<file path="config.mk">
export PLATFORM = sky130hd
export DESIGN_NAME = fetch_sequencer_flat
export DESIGN_NICKNAME = d
export VERILOG_FILES = /design/src/rtl/fetch_seq_pkg.sv /design/src/rtl/fetch_seq_if.sv /design/src/rtl/fetch_seq_wait_timer.sv /design/src/rtl/fetch_sequencer.sv /design/src/flat_wrapper.sv
export SDC_FILE = /design/constraint.sdc
export NUM_CORES = 1
export LEC_CHECK = 0
export CORE_AREA = 10 10 47 49
export CTS_CLUSTER_SIZE = 12
export DETAILED_ROUTE_END_ITERATION = 7
export DIE_AREA = 0 0 57 59
export PLACE_DENSITY = 0.65
export SYNTH_ARGS = -nofsm -noshare
export SYNTH_HDL_FRONTEND = slang
export SYNTH_SLANG_ARGS = --single-unit
export TNS_END_PERCENT = 20
</file>
<file path="constraint.sdc">
create_clock -name clk -period 1.95 [get_ports clk]
set_input_delay 0.39 -clock clk [delete_from_list [all_inputs] [get_ports clk]]
set_output_delay 0.39 -clock clk [all_outputs]
set_load 0.1 [all_outputs]
</file>
<file path="src/rtl/fetch_seq_pkg.sv">
// rtl/fetch_seq_pkg.sv - shared state enumeration and constants for the fetch sequencer
package fetch_seq_pkg;

  typedef enum logic [1:0] {
    BOOT  = 2'd0,
    FETCH = 2'd1,
    HOLD  = 2'd2,
    ERROR = 2'd3
  } fetch_state_e;

  localparam int PC_STEP = 4;

endpackage

</file>
<file path="src/rtl/fetch_seq_if.sv">
// rtl/fetch_seq_if.sv - IF-stage control bundle between pipeline/memory and the fetch sequencer
interface fetch_seq_if;
  logic hazard_freeze;
  logic branch_taken;
  logic imem_ack;
  logic imem_req;
  logic pc_freeze;
  logic pc_sel;
  logic ifid_flush;
  logic ifid_valid;
  logic err;

  modport master (
    output hazard_freeze, branch_taken, imem_ack,
    input  imem_req, pc_freeze, pc_sel, ifid_flush, ifid_valid, err
  );

  modport slave (
    input  hazard_freeze, branch_taken, imem_ack,
    output imem_req, pc_freeze, pc_sel, ifid_flush, ifid_valid, err
  );
endinterface

</file>
<file path="src/rtl/fetch_seq_wait_timer.sv">
// rtl/fetch_seq_wait_timer.sv - saturating memory-wait counter; expired flags the miss that reaches TIMEOUT
module fetch_seq_wait_timer #(
  parameter int TIMEOUT = 15,
  parameter int CNT_W   = 4
) (
  input  logic clk,
  input  logic rst,
  input  logic clr,
  input  logic inc,
  output logic expired
);
  localparam logic [CNT_W-1:0] LIMIT = CNT_W'(TIMEOUT);

  logic [CNT_W-1:0] count_q, count_d;

  always_comb begin
    count_d = count_q;
    if (clr)
      count_d = '0;
    else if (inc && count_q != LIMIT)
      count_d = count_q + 1'b1;
  end

  assign expired = inc && !clr && (count_d == LIMIT);

  always_ff @(posedge clk or posedge rst) begin
    if (rst)
      count_q <= '0;
    else
      count_q <= count_d;
  end
endmodule

</file>
<file path="src/rtl/fetch_sequencer.sv">
// rtl/fetch_sequencer.sv - IF-stage fetch control FSM (BOOT/FETCH/HOLD/ERROR)
// Optional perf counters stall_count/redirect_count under FETCH_SEQ_PERF_EN.
module fetch_sequencer
  import fetch_seq_pkg::*;
#(
  parameter int TIMEOUT = 15,
  parameter int CNT_W   = 4
) (
  input  logic        clk,
  input  logic        rst,
  fetch_seq_if.slave  bus
`ifdef FETCH_SEQ_PERF_EN
  ,
  output logic [31:0] stall_count,
  output logic [31:0] redirect_count
`endif
);
  fetch_state_e state_q, state_d;
  logic         tmr_clr, tmr_inc, tmr_expired;

  fetch_seq_wait_timer #(
    .TIMEOUT (TIMEOUT),
    .CNT_W   (CNT_W)
  ) u_wait_timer (
    .clk     (clk),
    .rst     (rst),
    .clr     (tmr_clr),
    .inc     (tmr_inc),
    .expired (tmr_expired)
  );

  always_ff @(posedge clk or posedge rst) begin
    if (rst)
      state_q <= BOOT;
    else
      state_q <= state_d;
  end

  // Priority inside FETCH/HOLD: redirect, then hazard, then memory ack/timeout.
  always_comb begin
    state_d        = state_q;
    tmr_clr        = 1'b0;
    tmr_inc        = 1'b0;
    bus.imem_req   = 1'b0;
    bus.pc_freeze  = 1'b1;
    bus.pc_sel     = 1'b0;
    bus.ifid_flush = 1'b0;
    bus.ifid_valid = 1'b0;
    bus.err        = 1'b0;
    unique case (state_q)
      BOOT: begin
        tmr_clr = 1'b1;
        state_d = FETCH;
      end
      FETCH: begin
        bus.imem_req = 1'b1;
        if (bus.branch_taken) begin
          bus.pc_sel     = 1'b1;
          bus.pc_freeze  = 1'b0;
          bus.ifid_flush = 1'b1;
          tmr_clr        = 1'b1;
        end else if (bus.hazard_freeze) begin
          tmr_clr = 1'b1;
          state_d = HOLD;
        end else if (bus.imem_ack) begin
          bus.pc_freeze  = 1'b0;
          bus.ifid_valid = 1'b1;
          tmr_clr        = 1'b1;
        end else begin
          tmr_inc = 1'b1;
          if (tmr_expired)
            state_d = ERROR;
        end
      end
      HOLD: begin
        tmr_clr = 1'b1;
        if (bus.branch_taken) begin
          bus.pc_sel     = 1'b1;
          bus.pc_freeze  = 1'b0;
          bus.ifid_flush = 1'b1;
          state_d        = FETCH;
        end else if (!bus.hazard_freeze) begin
          state_d = FETCH;
        end
      end
      ERROR: begin
        bus.err = 1'b1;
      end
      default: state_d = BOOT;
    endcase
  end

`ifdef FETCH_SEQ_PERF_EN
  logic [31:0] stall_q, redirect_q;
  logic        stall_hit;

  assign stall_hit = (state_q == FETCH || state_q == HOLD) && bus.pc_freeze;

  always_ff @(posedge clk or posedge rst) begin
    if (rst) begin
      stall_q    <= '0;
      redirect_q <= '0;
    end else begin
      if (stall_hit && stall_q != '1)
        stall_q <= stall_q + 32'd1;
      if (bus.pc_sel && redirect_q != '1)
        redirect_q <= redirect_q + 32'd1;
    end
  end

  assign stall_count    = stall_q;
  assign redirect_count = redirect_q;
`endif
endmodule

</file>
<file path="src/flat_wrapper.sv">
// flat-port wrapper written by rule: the top's interface ports become plain ports
module fetch_sequencer_flat import fetch_seq_pkg::*;
#(
  parameter int TIMEOUT = 15,
  parameter int CNT_W   = 4
)
  (clk, rst, bus_hazard_freeze, bus_branch_taken, bus_imem_ack, bus_imem_req, bus_pc_freeze, bus_pc_sel, bus_ifid_flush, bus_ifid_valid, bus_err);
  fetch_seq_if bus_i ();
  input  logic clk;
  input  logic rst;
  input wire logic [$bits(bus_i.hazard_freeze)-1:0] bus_hazard_freeze;
  input wire logic [$bits(bus_i.branch_taken)-1:0] bus_branch_taken;
  input wire logic [$bits(bus_i.imem_ack)-1:0] bus_imem_ack;
  output wire logic [$bits(bus_i.imem_req)-1:0] bus_imem_req;
  output wire logic [$bits(bus_i.pc_freeze)-1:0] bus_pc_freeze;
  output wire logic [$bits(bus_i.pc_sel)-1:0] bus_pc_sel;
  output wire logic [$bits(bus_i.ifid_flush)-1:0] bus_ifid_flush;
  output wire logic [$bits(bus_i.ifid_valid)-1:0] bus_ifid_valid;
  output wire logic [$bits(bus_i.err)-1:0] bus_err;
  assign bus_i.hazard_freeze = bus_hazard_freeze;
  assign bus_i.branch_taken = bus_branch_taken;
  assign bus_i.imem_ack = bus_imem_ack;
  assign bus_imem_req = bus_i.imem_req;
  assign bus_pc_freeze = bus_i.pc_freeze;
  assign bus_pc_sel = bus_i.pc_sel;
  assign bus_ifid_flush = bus_i.ifid_flush;
  assign bus_ifid_valid = bus_i.ifid_valid;
  assign bus_err = bus_i.err;
  fetch_sequencer #(.TIMEOUT(TIMEOUT), .CNT_W(CNT_W)) u_core (.clk(clk), .rst(rst), .bus(bus_i));
endmodule
</file>
==> results.py, run 1 <==
metrics = {
    "outcome": {
        "status": "complete, no violations",
    },
    "synthesis": {
        "syn_nets": 74,
        "synth-main-ff-cell": "dfrtp_1",
        "synth.area.top_cells": "dfrtp_1 (27%), ha_1 (14%), o21ai_0 (6.4%)",
        "yosys.area.top_type": "dfrtp_1",
        "synth_edf_count": 0,
        "yosys_warnings": 0,
        "synth_cell_types": 27,
        "seq_area_frac_synth_pct": 27.5,
        "synth_most_common_cell": "o21ai_0",
        "synth_area_um2": 547,
        "synth_seq_cells": 6,
        "synthArstFlopShare_pct": 100,
        "syn_inst": 63,
        "synth_commonest_cells": "o21ai_0 (7), dfrtp_1 (6), ha_1 (6), nand2_1 (6), inv_1 (5)",
        "avgSynthCellArea_um2": 8.68,
        "post-synth-top-area-fraction_pct": 27.5,
    },
    "setup_path": {
        "cp_data_required_time_ns": 1.56,
        "critical_path.max_stage_delay_ns": 0.59,
        "worst-setup-path-type": "in2out",
        "arrival_ns": 1.51,
        "startpoint_type": "primary input",
        "cp_max_fo": 4,
        "crit_path_top_delay_cell": "clkdlybuf4s50_1",
        "end_kind": "output pin",
        "worstPathCellList": "clkdlybuf4s50_1 > nand2_1 > a21oi_2 > o21ai_4 > buf_12",
    },
    "global_routing": {
        "globalRouteOverflowTotal": 0,
        "grt_pass1_wl_mm": 1.99,
        "grt_max_degree": 9,
        "antenna_found_initial": 0,
        "track_usage_pct": 7.08,
        "grt_pass1_vias": 474,
    },
    "floorplanning": {
        "num_io_pins": 11,
        "die_y_um": 59,
        "die_x_um": 57,
        "rows": 14,
        "initial_utilization_pct": 39.0,
        "die_area_mm2": 0.00336,
        "core_mm2": 0.00140,
    },
    "layout": {
        "final-seq-area_um2": 153,
        "diodes": 0,
        "drive_gt1_share_pct": 36.6,
        "multiInputGateArea_um2": 405,
        "synthToLayoutAreaGrowth_pct": 56.1,
        "nFillCells": 131,
        "nets": 95,
        "postLayoutCellArea_um2": 853,
    },
    "place": {
        "placed_area_um2": 803,
        "dp_hpwl_mm": 1.03,
        "gp_congestion": 0.823,
        "io_buffers": 10,
    },
    "job": {
        "cap_viol_max_count": 0,
    },
    "clocking": {
        "clk_pin_slew_ns": 0.04,
        "cts_buffer_depth": 2,
        "tritoncts": "built",
        "clock_latency_ns": 0.23,
        "cts_made_buffers": 3,
        "clock-root-buffer": "clkbuf_4",
        "cts.sinks": 6,
        "htree_levels": 1,
    },
    "timing": {
        "period_needed_ns": 1.90,
        "tightest_slew_ns": 0.296,
        "hold_viol_final": 0,
        "max_freq_ghz": 0.525,
        "relSlewSlack_pct": 80.3,
        "finalSetupTns_ns": 0,
        "fin_crit_sh_pct": 97.7,
        "finalSetupViolations": 0,
        "slew_violations": 0,
        "clock-skew-final_ns": 0.00164,
    },
    "min_path": {
        "hold_class": "in2async",
    },
    "detailed_routing": {
        "first_pass_iters": 4,
        "vias": 527,
        "wire_per_inst_um": 12.8,
        "post_drt_via_cell_ratio": 5.38,
        "drt_first_iter_violations": 8,
        "wirelength_mm": 1.25,
        "ant_nets": 0,
        "drc": 0,
    },
}
==> routing by layer <==
layer | part of all wire (%) | global-route usage [%]
met2 | 45 | 10.1
met5 | 0 | 0
met1 | 50 | 9.51
met3 | 5.0 | 1.50
met4 | 0 | 4.03
==> layout make-up <==
cell class,instances,share of cell area (%)
Multi-Input combinational cell,50,47.5
Timing Repair Buffer,18,27.4
Sequential cell,6,17.9
Clock buffer,3,2.64
Tap cell,16,2.35
Inverter,5,2.20
==> per-stage QoR <==
| stage | cells | util (%) | hold slack, ns | setup slack [ns] |
|---|---|---|---|---|
| finish | 98 | 60.9 | 0.356 | 0.0454 |
| floorplan | 63 | - | 0.181 | -0.230 |
| global route | 98 | 60.9 | 0.373 | -0.0110 |
| global placement | 94 | 57.3 | 0.561 | -0.0259 |
| detailed placement | 94 | 57.3 | 0.582 | -0.0558 |
| CTS | 97 | 59.2 | 0.347 | 0.0195 |
==> sequential cells by signal, summed over array words and instances (netlist names) <==
signal                       count
u_core.u_wait_timer.count_q      4
u_core.state_q                   2
==> repair_timing <==
| item | in CTS | in global routing |
|---|---|---|
| gates cloned | 0 | 0 |
| resized for setup | 3 | 2 |
| setup endpoints to repair | 3 | 3 |
| hold buffers | 0 | 0 |
| setup buffers | 0 | 1 |
==> kinds of logic (layout without fill, tap and decap cells) <==
| kind of cell | after synthesis | after routing | synth area share [%] |
|---|---|---|---|
| AO/OA/AOI/OAI | 20 | 20 | 24.7 |
| buffers and inverters | 7 | 26 | 6.18 |
| adder cells (fa/ha/maj) | 6 | 6 | 13.7 |
| XOR/XNOR | 2 | 2 | 3.20 |
| AND/OR/NAND/NOR | 22 | 22 | 24.7 |
| flip-flops | 6 | 6 | 27.5 |
==> path summary, 6_finish.rpt <==
check,start,to,slack [ns],cells after the start
setup / recovery,bus_imem_ack,bus_pc_freeze,0.05,5
hold / removal,rst,u_core.u_wait_timer.count_q[3],0.36,2
setup reg to reg,u_core.state_q[1],u_core.state_q[0],0.27,6
hold reg to reg,u_core.u_wait_timer.count_q[1],u_core.u_wait_timer.count_q[1],0.60,2
max in group asynchronous,rst,u_core.state_q[1],1.40,2
min in group clk,u_core.u_wait_timer.count_q[1],u_core.u_wait_timer.count_q[1],0.60,2
==> critical path, delay by kind of cell <==
kind	cells	cell delay, ns
buf+inv	2	0.75
simple gates	1	0.11
compound gates	2	0.26
==> cells in the final DEF (no fill, tap or decap), types with 2 or more instances in the layout <==
| master | synthesis | final |
|---|---|---|
| a21oi_1 | 4 | 3 |
| buf_12 | 0 | 7 |
| buf_4 | 2 | 7 |
| clkbuf_4 | 0 | 3 |
| clkdlybuf4s50_1 | 0 | 2 |
| dfrtp_1 | 6 | 4 |
| dfrtp_2 | 0 | 2 |
| ha_1 | 6 | 5 |
| inv_1 | 5 | 4 |
| nand2_1 | 6 | 5 |
| nand3_1 | 3 | 3 |
| nor2_1 | 3 | 3 |
| nor3_1 | 3 | 2 |
| o21ai_0 | 7 | 6 |
| xor2_1 | 2 | 2 |
Power of run 1 is not shown: default switching activity piles up to over one toggle a cycle in this logic, so the estimate is an artifact.
==> inputs of run 2 (changes only) <==
--- a/config.mk
+++ b/config.mk
@@ -10,6 +10,7 @@
 export DETAILED_ROUTE_END_ITERATION = 7
 export DIE_AREA = 0 0 57 59
 export PLACE_DENSITY = 0.65
+export SLEW_MARGIN = 10
 export SYNTH_ARGS = -nofsm -noshare
 export SYNTH_HDL_FRONTEND = slang
 export SYNTH_SLANG_ARGS = --single-unit
==> results of run 2 <==
The final DEF is identical to that of run 1; final timing and power are the same.
Power of run 2 is left out for the same reason.
==> inputs of run 3 (changes only) <==
--- a/config.mk
+++ b/config.mk
@@ -5,11 +5,13 @@
 export SDC_FILE = /design/constraint.sdc
 export NUM_CORES = 1
 export LEC_CHECK = 0
-export CORE_AREA = 10 10 47 49
+export CELL_PAD_IN_SITES_DETAIL_PLACEMENT = 2
+export CELL_PAD_IN_SITES_GLOBAL_PLACEMENT = 2
+export CORE_MARGIN = 10
+export CORE_UTILIZATION = 28
 export CTS_CLUSTER_SIZE = 12
 export DETAILED_ROUTE_END_ITERATION = 7
-export DIE_AREA = 0 0 57 59
-export PLACE_DENSITY = 0.65
+export PLACE_DENSITY = 0.73
 export SLEW_MARGIN = 10
 export SYNTH_ARGS = -nofsm -noshare
 export SYNTH_HDL_FRONTEND = slang
==> results.py, run 3 (synthesized netlist as in run 1, its figures left out) <==
metrics = {
    "outcome": {
        "status": "complete, no violations",
    },
    "setup_path": {
        "critPathTopFamily": "flip-flops",
        "critical_path.max_stage_delay_ns": 0.42,
        "startpoint_type": "register",
        "end_kind": "output pin",
        "arrival_ns": 1.47,
        "crit_path_top_delay_cell": "dfrtp_2",
        "cp_max_fo": 7,
        "worstPathCellList": "buf_4 > ha_4 > a21oi_1 > o21ai_4 > buf_12",
        "cp_data_required_time_ns": 1.56,
        "crit_buf_inv": 2,
        "worst-setup-path-type": "reg2out",
    },
    "clocking": {
        "clock-root-buffer": "clkbuf_4",
        "clock_latency_ns": 0.24,
        "cts_made_buffers": 3,
        "htree_levels": 1,
        "tritoncts": "built",
        "cts_buffer_depth": 2,
        "clk_pin_slew_ns": 0.04,
        "cts.sinks": 6,
    },
    "detailed_routing": {
        "first_pass_iters": 4,
        "wirelength_mm": 1.73,
        "drc": 0,
        "wire_per_inst_um": 15.7,
        "drt_first_iter_violations": 7,
        "post_drt_via_cell_ratio": 5.07,
        "ant_nets": 0,
        "vias": 558,
    },
    "timing": {
        "tightest_slew_ns": 0.376,
        "fin_crit_sh_pct": 95.2,
        "max_freq_ghz": 0.538,
        "worst_slack_ns": 0.0927,
        "holdWs_ns": 0.358,
        "relSlewSlack_pct": 75.0,
        "finalSetupTns_ns": 0,
        "slew_violations": 0,
        "hold_viol_final": 0,
        "clock-skew-final_ns": 0.00377,
        "period_needed_ns": 1.86,
        "finalSetupViolations": 0,
    },
    "layout": {
        "final-seq-area_um2": 153,
        "largest_register_ffs": 4,
        "top_regs": "u_core.u_wait_timer.count_q x4, u_core.state_q x2",
        "layout_commonest_cell": "buf_4",
        "synthToLayoutAreaGrowth_pct": 59.3,
        "layoutNonFillerInstCount": 110,
        "multiInputGateArea_um2": 403,
        "nFillCells": 210,
        "drive_gt1_share_pct": 37.6,
        "layout_common_cells": "buf_4 (11), o21ai_0 (6), buf_12 (6)",
        "nets": 98,
        "top_register": "u_core.u_wait_timer.count_q",
        "diodes": 0,
    },
    "floorplanning": {
        "die_y_um": 64.2,
        "die_x_um": 64.2,
        "num_io_pins": 11,
        "core_mm2": 0.00178,
        "rows": 15,
        "initial_utilization_pct": 30.7,
        "die_area_mm2": 0.00412,
    },
    "global_routing": {
        "grt_pass1_vias": 587,
        "antenna_found_initial": 0,
        "globalRouteOverflowTotal": 0,
        "grt_pass1_wl_mm": 2.87,
        "track_usage_pct": 8.50,
        "grt_max_degree": 9,
    },
    "min_path": {
        "hold_class": "in2async",
    },
    "place": {
        "gp_congestion": 0.785,
        "dp_slack_ns": -0.125,
        "dp_hpwl_mm": 1.39,
        "io_buffers": 10,
        "dp_cells": 102,
    },
    "job": {
        "cap_viol_max_count": 0,
    },
}
## run 3: worst paths after layout
kind	startpoint	to	slack, ns	cells past startpoint
max	u_core.state_q[0]	bus_pc_freeze	0.09	5
min	rst	u_core.u_wait_timer.count_q[2]	0.36	2
max reg2reg	u_core.state_q[1]	u_core.state_q[0]	0.19	6
min reg2reg	u_core.u_wait_timer.count_q[1]	u_core.u_wait_timer.count_q[1]	0.60	2
max in group asynchronous	rst	u_core.state_q[1]	1.39	2
min in group clk	u_core.u_wait_timer.count_q[1]	u_core.u_wait_timer.count_q[1]	0.60	2
## run 3: metal layers
metal	up-vias	global-route usage, %	wire (um)
met4	0	1.60	5
met1	273	10.1	787
li1	276	-	-
met3	2	2.96	63
met2	7	14.4	875
met5	-	0	0
## run 3: final cells by class
class / count / area share [%]
multi-input cells: 50 / 46.3
repair buffers: 21 / 27.9
flip-flops and latches: 6 / 17.5
well taps: 25 / 3.59
clock buffers: 3 / 2.59
inverters: 5 / 2.16
## run 3: per-stage QoR
step	cell area (um^2)	utilization, %
2_1_floorplan	586	-
3_5_place_dp	807	45.3
3_3_place_gp	807	45.3
5_1_grt	871	48.8
6_report	871	48.8
4_1_cts	828	46.5
## run 3: repair_timing
action                                  4_1_cts  5_1_grt
gates resized for setup                       3        3
hold endpoints to repair                      0        0
hold buffers                                  0        0
pin swaps                                     0        2
endpoints found under the setup margin        4        4
setup buffers                                 0        5
Power of run 3 is left out for the same reason.
